$ cat config.mk
export PLATFORM = sky130hd
export DESIGN_NAME = game_step_timer
export DESIGN_NICKNAME = d
export VERILOG_FILES = /design/src/rtl/game_step_timer.sv
export SDC_FILE = /design/constraint.sdc
export NUM_CORES = 1
export LEC_CHECK = 0
export CAP_MARGIN = 15
export CELL_PAD_IN_SITES_DETAIL_PLACEMENT = 1
export CELL_PAD_IN_SITES_GLOBAL_PLACEMENT = 1
export CORE_ASPECT_RATIO = 0.75
export CORE_MARGIN = 3
export CORE_UTILIZATION = 25
export DETAILED_ROUTE_END_ITERATION = 10
export PLACE_DENSITY_LB_ADDON = 0.1
export SETUP_SLACK_MARGIN = 0.3
export SYNTH_ARGS = -nofsm -noshare
export SYNTH_HDL_FRONTEND = slang
export SYNTH_SLANG_ARGS = --single-unit
$ cat constraint.sdc
create_clock -name i_clock -period 1.6 [get_ports i_clock]
set_input_delay 0.24 -clock i_clock [delete_from_list [all_inputs] [get_ports i_clock]]
set_output_delay 0.24 -clock i_clock [all_outputs]
set_load 0.005 [all_outputs]
$ cat src/rtl/game_step_timer.sv
// Game step timer: divides 100 ms ticks into game steps for asteroid motion.
// Define GAME_STEP_SPEEDUP_EN to enable the level/period difficulty ramp.
module game_step_timer #(
  parameter int unsigned PERIOD_W        = 8,
  parameter int unsigned LEVEL_W         = 4,
  parameter int unsigned INIT_PERIOD     = 10,
  parameter int unsigned MIN_PERIOD      = 2,
  parameter int unsigned STEPS_PER_LEVEL = 16
) (
  input  logic                i_clock,
  input  logic                i_reset,
  input  logic                i_tick_in,
  input  logic                i_start,
  input  logic                i_pause,
  input  logic                i_stop,
  output logic                o_step_out,
  output logic                o_running,
  output logic [LEVEL_W-1:0]  o_level,
  output logic [PERIOD_W-1:0] o_period
);

  localparam logic [PERIOD_W-1:0] InitPeriod = PERIOD_W'(INIT_PERIOD);

  if (MIN_PERIOD < 1 || MIN_PERIOD > INIT_PERIOD || INIT_PERIOD >= 2 ** PERIOD_W ||
      STEPS_PER_LEVEL < 1) begin : g_param_check
    $error("game_step_timer: illegal period parameters");
  end

  typedef enum logic [1:0] {StIdle, StRun, StPaused} state_e;

  state_e              r_state;
  logic                r_step_out;
  logic                r_running;
  logic [PERIOD_W-1:0] r_tick_cnt;
  logic [PERIOD_W-1:0] w_period;
  logic                w_last_tick;

`ifdef GAME_STEP_SPEEDUP_EN
  localparam logic [PERIOD_W-1:0] MinPeriod = PERIOD_W'(MIN_PERIOD);
  localparam int unsigned StepW = (STEPS_PER_LEVEL > 1) ? $clog2(STEPS_PER_LEVEL) : 1;
  localparam logic [StepW-1:0] LastStep = StepW'(STEPS_PER_LEVEL - 1);

  logic [StepW-1:0]    r_step_cnt;
  logic [LEVEL_W-1:0]  r_level;
  logic [PERIOD_W-1:0] r_period;

  assign w_period = r_period;
  assign o_level  = r_level;
`else
  assign w_period = InitPeriod;
  assign o_level  = '0;
`endif

  assign o_period    = w_period;
  assign o_step_out  = r_step_out;
  assign o_running   = r_running;
  assign w_last_tick = (r_tick_cnt == w_period - PERIOD_W'(1));

  always_ff @(posedge i_clock) begin
    if (!i_reset) begin
      r_state    <= StIdle;
      r_step_out <= 1'b0;
      r_running  <= 1'b0;
      r_tick_cnt <= '0;
`ifdef GAME_STEP_SPEEDUP_EN
      r_step_cnt <= '0;
      r_level    <= '0;
      r_period   <= InitPeriod;
`endif
    end else begin
      r_step_out <= 1'b0;
      if (i_stop) begin
        // Stop wins over everything, including a completing tick in the same cycle.
        r_state    <= StIdle;
        r_running  <= 1'b0;
        r_tick_cnt <= '0;
`ifdef GAME_STEP_SPEEDUP_EN
        r_step_cnt <= '0;
        r_level    <= '0;
        r_period   <= InitPeriod;
`endif
      end else begin
        unique case (r_state)
          StIdle: begin
            if (i_start && !i_pause) begin
              r_state    <= StRun;
              r_running  <= 1'b1;
              r_tick_cnt <= '0;
`ifdef GAME_STEP_SPEEDUP_EN
              r_step_cnt <= '0;
              r_level    <= '0;
              r_period   <= InitPeriod;
`endif
            end
          end
          StRun: begin
            if (i_pause) begin
              r_state   <= StPaused;
              r_running <= 1'b0;
            end else if (i_tick_in) begin
              if (w_last_tick) begin
                r_tick_cnt <= '0;
                r_step_out <= 1'b1;
`ifdef GAME_STEP_SPEEDUP_EN
                // Period changes only here, where tick_cnt is already back at zero.
                if (r_step_cnt == LastStep) begin
                  r_step_cnt <= '0;
                  if (r_level != '1) r_level <= r_level + LEVEL_W'(1);
                  if (r_period > MinPeriod) r_period <= r_period - PERIOD_W'(1);
                end else begin
                  r_step_cnt <= r_step_cnt + StepW'(1);
                end
`endif
              end else begin
                r_tick_cnt <= r_tick_cnt + PERIOD_W'(1);
              end
            end
          end
          StPaused: begin
            if (!i_pause) begin
              r_state   <= StRun;
              r_running <= 1'b1;
            end
          end
          default: begin
            r_state   <= StIdle;
            r_running <= 1'b0;
          end
        endcase
      end
    end
  end

endmodule

After elaboration in Yosys (flattened, before gate mapping)
Index checks and enable logic that the tools add are counted.
- reduce and logical (&&, ||, !) cells: 8
- add/subtract/negate cells: 1
- equality and inequality tests: 8
- bitwise operators: 3
- mux-type cells: 14
- operators by type and width (kind ; count):
    $mux 8 ; 4
    $pmux 8 s2 ; 1
    $ne 2x2->1 const B ; 5
    $add 8x1->8 const B ; 1
    $eq 8x4->1 const B ; 1
    $mux 2 ; 3
    $pmux 2 s3 ; 1
    $reduce_or 5->1 ; 1
    $mux 1 ; 4
    $reduce_and 4->1 ; 1
    $not 1->1 ; 3
    $pmux 1 s3 ; 1
    $reduce_and 3->1 ; 1
    $eq 2x1->1 const B ; 1
    $eq 2x2->1 const B ; 1
    $logic_not 2->1 ; 1
    $reduce_bool 2->1 ; 1
    $reduce_or 2->1 ; 1
    $logic_and 1x1->1 ; 1
    $logic_not 1->1 ; 1
- output and inout port bits: 14
- register bits: 12
- input port bits: 6
- logic and storage cells: 38

Logic depth before layout (Yosys ltp)
- depth in word-level cells: 5
- mapped depth: 5
- gate-level depth less buffers: 5

Least setup slack after synthesis
OpenSTA, ideal clock, no wires.
- path type: reg2reg
- from: reg r_state[0]
- to: reg r_tick_cnt[6]
- slack: 220 ps
- data arrival time: 1313 ps
- period minus slack after synthesis: 1380 ps
- stages on the path, launching flop included: 6
- library setup time: 67 ps
- path through: dfxtp_1 > buf_6 > mux2_4 > nand3_2 > or4_4 > a21oi_2
- longest elaborated chain between the ends: 3
- RTL lines (element ; line ; text):
    start, declared ; 31 ; state_e r_state;
    start signal, assigned ; 61 ; r_state <= StIdle;
    start signal, assigned ; 74 ; r_state <= StIdle;
    start signal, assigned ; 86 ; r_state <= StRun;
    $eq 2x1->1 / $logic_not 2->1 (equally long branches) ; 83 ; unique case (r_state)
    $ne 2x2->1 (no source line) / $reduce_bool 2->1 (equally long branches) ; -- ;
    $reduce_and 4->1 (no source line) ; -- ;
    end signal, assigned ; 115 ; r_tick_cnt <= r_tick_cnt + PERIOD_W'(1);
    end, declared ; 34 ; logic [PERIOD_W-1:0] r_tick_cnt;
Several ways; a longest one is shown, not always the timed one.
A chain may end at the register's enable or synchronous reset.

Worst setup path in the final report
Same ends and word-level chain as after synthesis.

==> impl_metrics.csv <==
group,metric,value,unit
sta,worst_hold_slack,501,ps
detailed_routing,wl_per_cell,13.1,um
detailed_routing,firstDrtPassIters,2,
clock_tree,hold_buffers,0,
worst_setup_path,path_cells,"mux2_4, nand3_2, or4_4, a21oi_2",
worst_setup_path,critPathKind,"reg2reg",
synth,synth_area_leader_cell,"dfxtp_1",
pwr,leakagePower,0.000408,uW
place,portBuffers,7,
layout,antennaDiodeCount,0,
grt,grt_max_degree,7,
place,place_congestion,0.724,
grt,grt_pass1_wl,3150,um
synth,syn_area,733,um^2
pwr,vdd_ir_drop_max,358,uV
die,row_count,16,
detailed_routing,via_per_inst,4.41,
hold_path,min_path_type,"reg2reg",
layout,nNetsFinal,120,
clock_tree,cts_root_buffer,"clkbuf_8",
grt,grtUsageTotal,12.8,%
clock_tree,clockBufferDepth,2,
place,hpwl,1480,um
sta,period_share,84.6,%
sta,rsz0062_at_grt,"true",
synth,synthCells,85,
job,cap_violations,0,
grt,globalRouteOverflowTotal,0,
die,initial_core_util,27.1,%
clock_tree,path_clk_slew,50,ps
layout,area_growth,46.8,%
run_status,status,"finished clean",
sta,maxSlewViolCount,0,
worst_setup_path,cpPeakStageDelay,500,ps
detailed_routing,wirelength,1920,um
layout,layout-drive-gt1-share,40.0,%
worst_setup_path,end_kind,"flip-flop",
clock_tree,htree_levels,1,
die,fp.dieW,68.5,um
worst_setup_path,cp.arrival,1530,ps
synth,synth_area_per_cell,8.63,um^2
synth,yosysUniqueCellTypes,30,
die,fp.dieH,52.9,um
place,pre_cts_ws,-181,ps
pwr,cellPowerDensity,640,mW/mm^2
clock_tree,cts_tree,"done",
grt,grt_pass1_vias,627,
synth,synth-seq-area-share,32.8,%
layout,layout.core_utilization,39.8,%
die,die_area,0.00363,mm^2
worst_setup_path,cp_max_fo,5,
die,coreArea,0.00270,mm^2
detailed_routing,drt_iter0_drc,17,
worst_setup_path,cpMaxStageDelayCell,"or4_4",
sta,finalClockSkew,4.75,ps
detailed_routing,ant_nets,0,
worst_setup_path,startpoint_type,"flip-flop",
clock_tree,cts_buffers,3,
worst_setup_path,required,1780,ps
detailed_routing,drc,0,
die,ios,20,
sta,fmax,0.739,GHz
grt,antenna_found_initial,0,
sta,period_needed,1350,ps
clock_tree,clock_latency,240,ps
detailed_routing,via_count,644,
pwr,power,689,uW
sta,finalSetupViolCount,0,
synth,yosys_register_bits,12,
sta,finalHoldViolations,0,
layout,fillers,321,
synth,synth_top_area_share,32.8,%
synth,yosys_warnings,0,
sta,fin_ws,246,ps
clock_tree,cts.sinks,12,
synth,synth_area_leaders,"dfxtp_1, buf_4, xnor2_1",
[worst paths after layout]
check	start	endpoint	slack, ps	cells after the start
setup / recovery	r_state[0]$_SDFFE_PP0P_	r_tick_cnt[6]$_SDFFE_PP0P_	250	4
hold / removal	o_running$_SDFFE_PP0P_	o_running$_SDFFE_PP0P_	500	2
setup reg to reg	r_state[0]$_SDFFE_PP0P_	r_tick_cnt[6]$_SDFFE_PP0P_	250	4
hold reg to reg	o_running$_SDFFE_PP0P_	o_running$_SDFFE_PP0P_	500	2
[metrics by stage]
stage                     TNS, ps  instances  instance area [um^2]
final                           0        146                  1080
after global routing            0        146                  1080
after CTS                       0        144                  1050
after detailed placement    -1140        138                   908
after global placement       -640        138                   908
after floorplan                 0         95                   795
[power by group]
part           leakage (uW)  switching, uW  internal [uW]  total [uW]
combinational      0.000286           54.1           56.7         111
sequential        0.0000998           4.52            299         304
clock             0.0000216            109            166         274
[synth_stat cells]
master and n:
buf_2 1, buf_6 1, a21oi_1 2, buf_4 12
nor4_2 1, o31ai_1 1, nor3_1 4, mux2i_1 1
a21oi_2 1, nor2b_1 1, or2b_1 1, a211oi_1 1
or4_4 1, nor2_1 13, nand3_1 3, ha_1 2
or2_0 1, nand3_2 1, nand2_1 4, dfxtp_1 12
a2111oi_0 1, nand2b_1 2, nand4_1 3, nor4_1 2
inv_1 2, o31ai_4 1, mux2_4 1, conb_1 2
a41oi_1 1, xnor2_1 6
[sequential cells by signal (all words and copies together), names as in the netlist]
| signal | flops |
|---|---|
| o_step_out | 1 |
| o_running | 1 |
| r_tick_cnt | 8 |
| r_state | 2 |
[metal layers]
layer / routed length, um / GRT usage, % / vias to the layer above
li1: - / - / 317
met1: 907 / 16.2 / 311
met2: 897 / 19.0 / 14
met3: 95 / 5.10 / 2
met4: 15 / 4.95 / 0
met5: 0 / 0 / -
[logic make-up after synthesis]
family / Yosys count / share of synthesized area, %
buf+inv: 16 / 15.5
other cells: 2 / 1.02
compound gates: 8 / 9.90
flops: 12 / 32.8
simple gates: 37 / 26.8
mux: 2 / 3.41
xor+xnor: 6 / 7.17
fa+ha+maj: 2 / 3.41
[timing repair]
| action | in CTS | in global routing |
|---|---|---|
| pin swaps | 10 | 5 |
| setup buffers | 3 | 2 |
| resized for setup | 27 | 2 |
| setup endpoints to repair | 9 | 9 |
[worst max-delay path, delay by kind of cell (launching register included)]
| kind | cells | cell delay (ps) |
|---|---|---|
| simple gates | 2 | 590 |
| mux | 1 | 210 |
| compound gates | 1 | 140 |
| flops | 1 | 360 |
[cell type report]
cell class / count / area (um^2) / share of cell area, %
multi-input cells: 67 / 504 / 46.9
flip-flops and latches: 12 / 253 / 23.5
repair buffers: 26 / 225 / 20.9
well taps: 36 / 45.0 / 4.19
clock buffers: 3 / 41.3 / 3.84
inverters: 2 / 7.51 / 0.698
[placed cells by master, fill, tap and decap left out, types with 4 or more instances in the layout]
| master | count |
|---|---|
| dfxtp_1 | 8 |
| dlygate4sd2_1 | 4 |
| nor2_1 | 12 |
| xnor2_1 | 6 |
| buf_4 | 16 |
| conb_1 | 12 |
(Power assumes the default switching activity.)
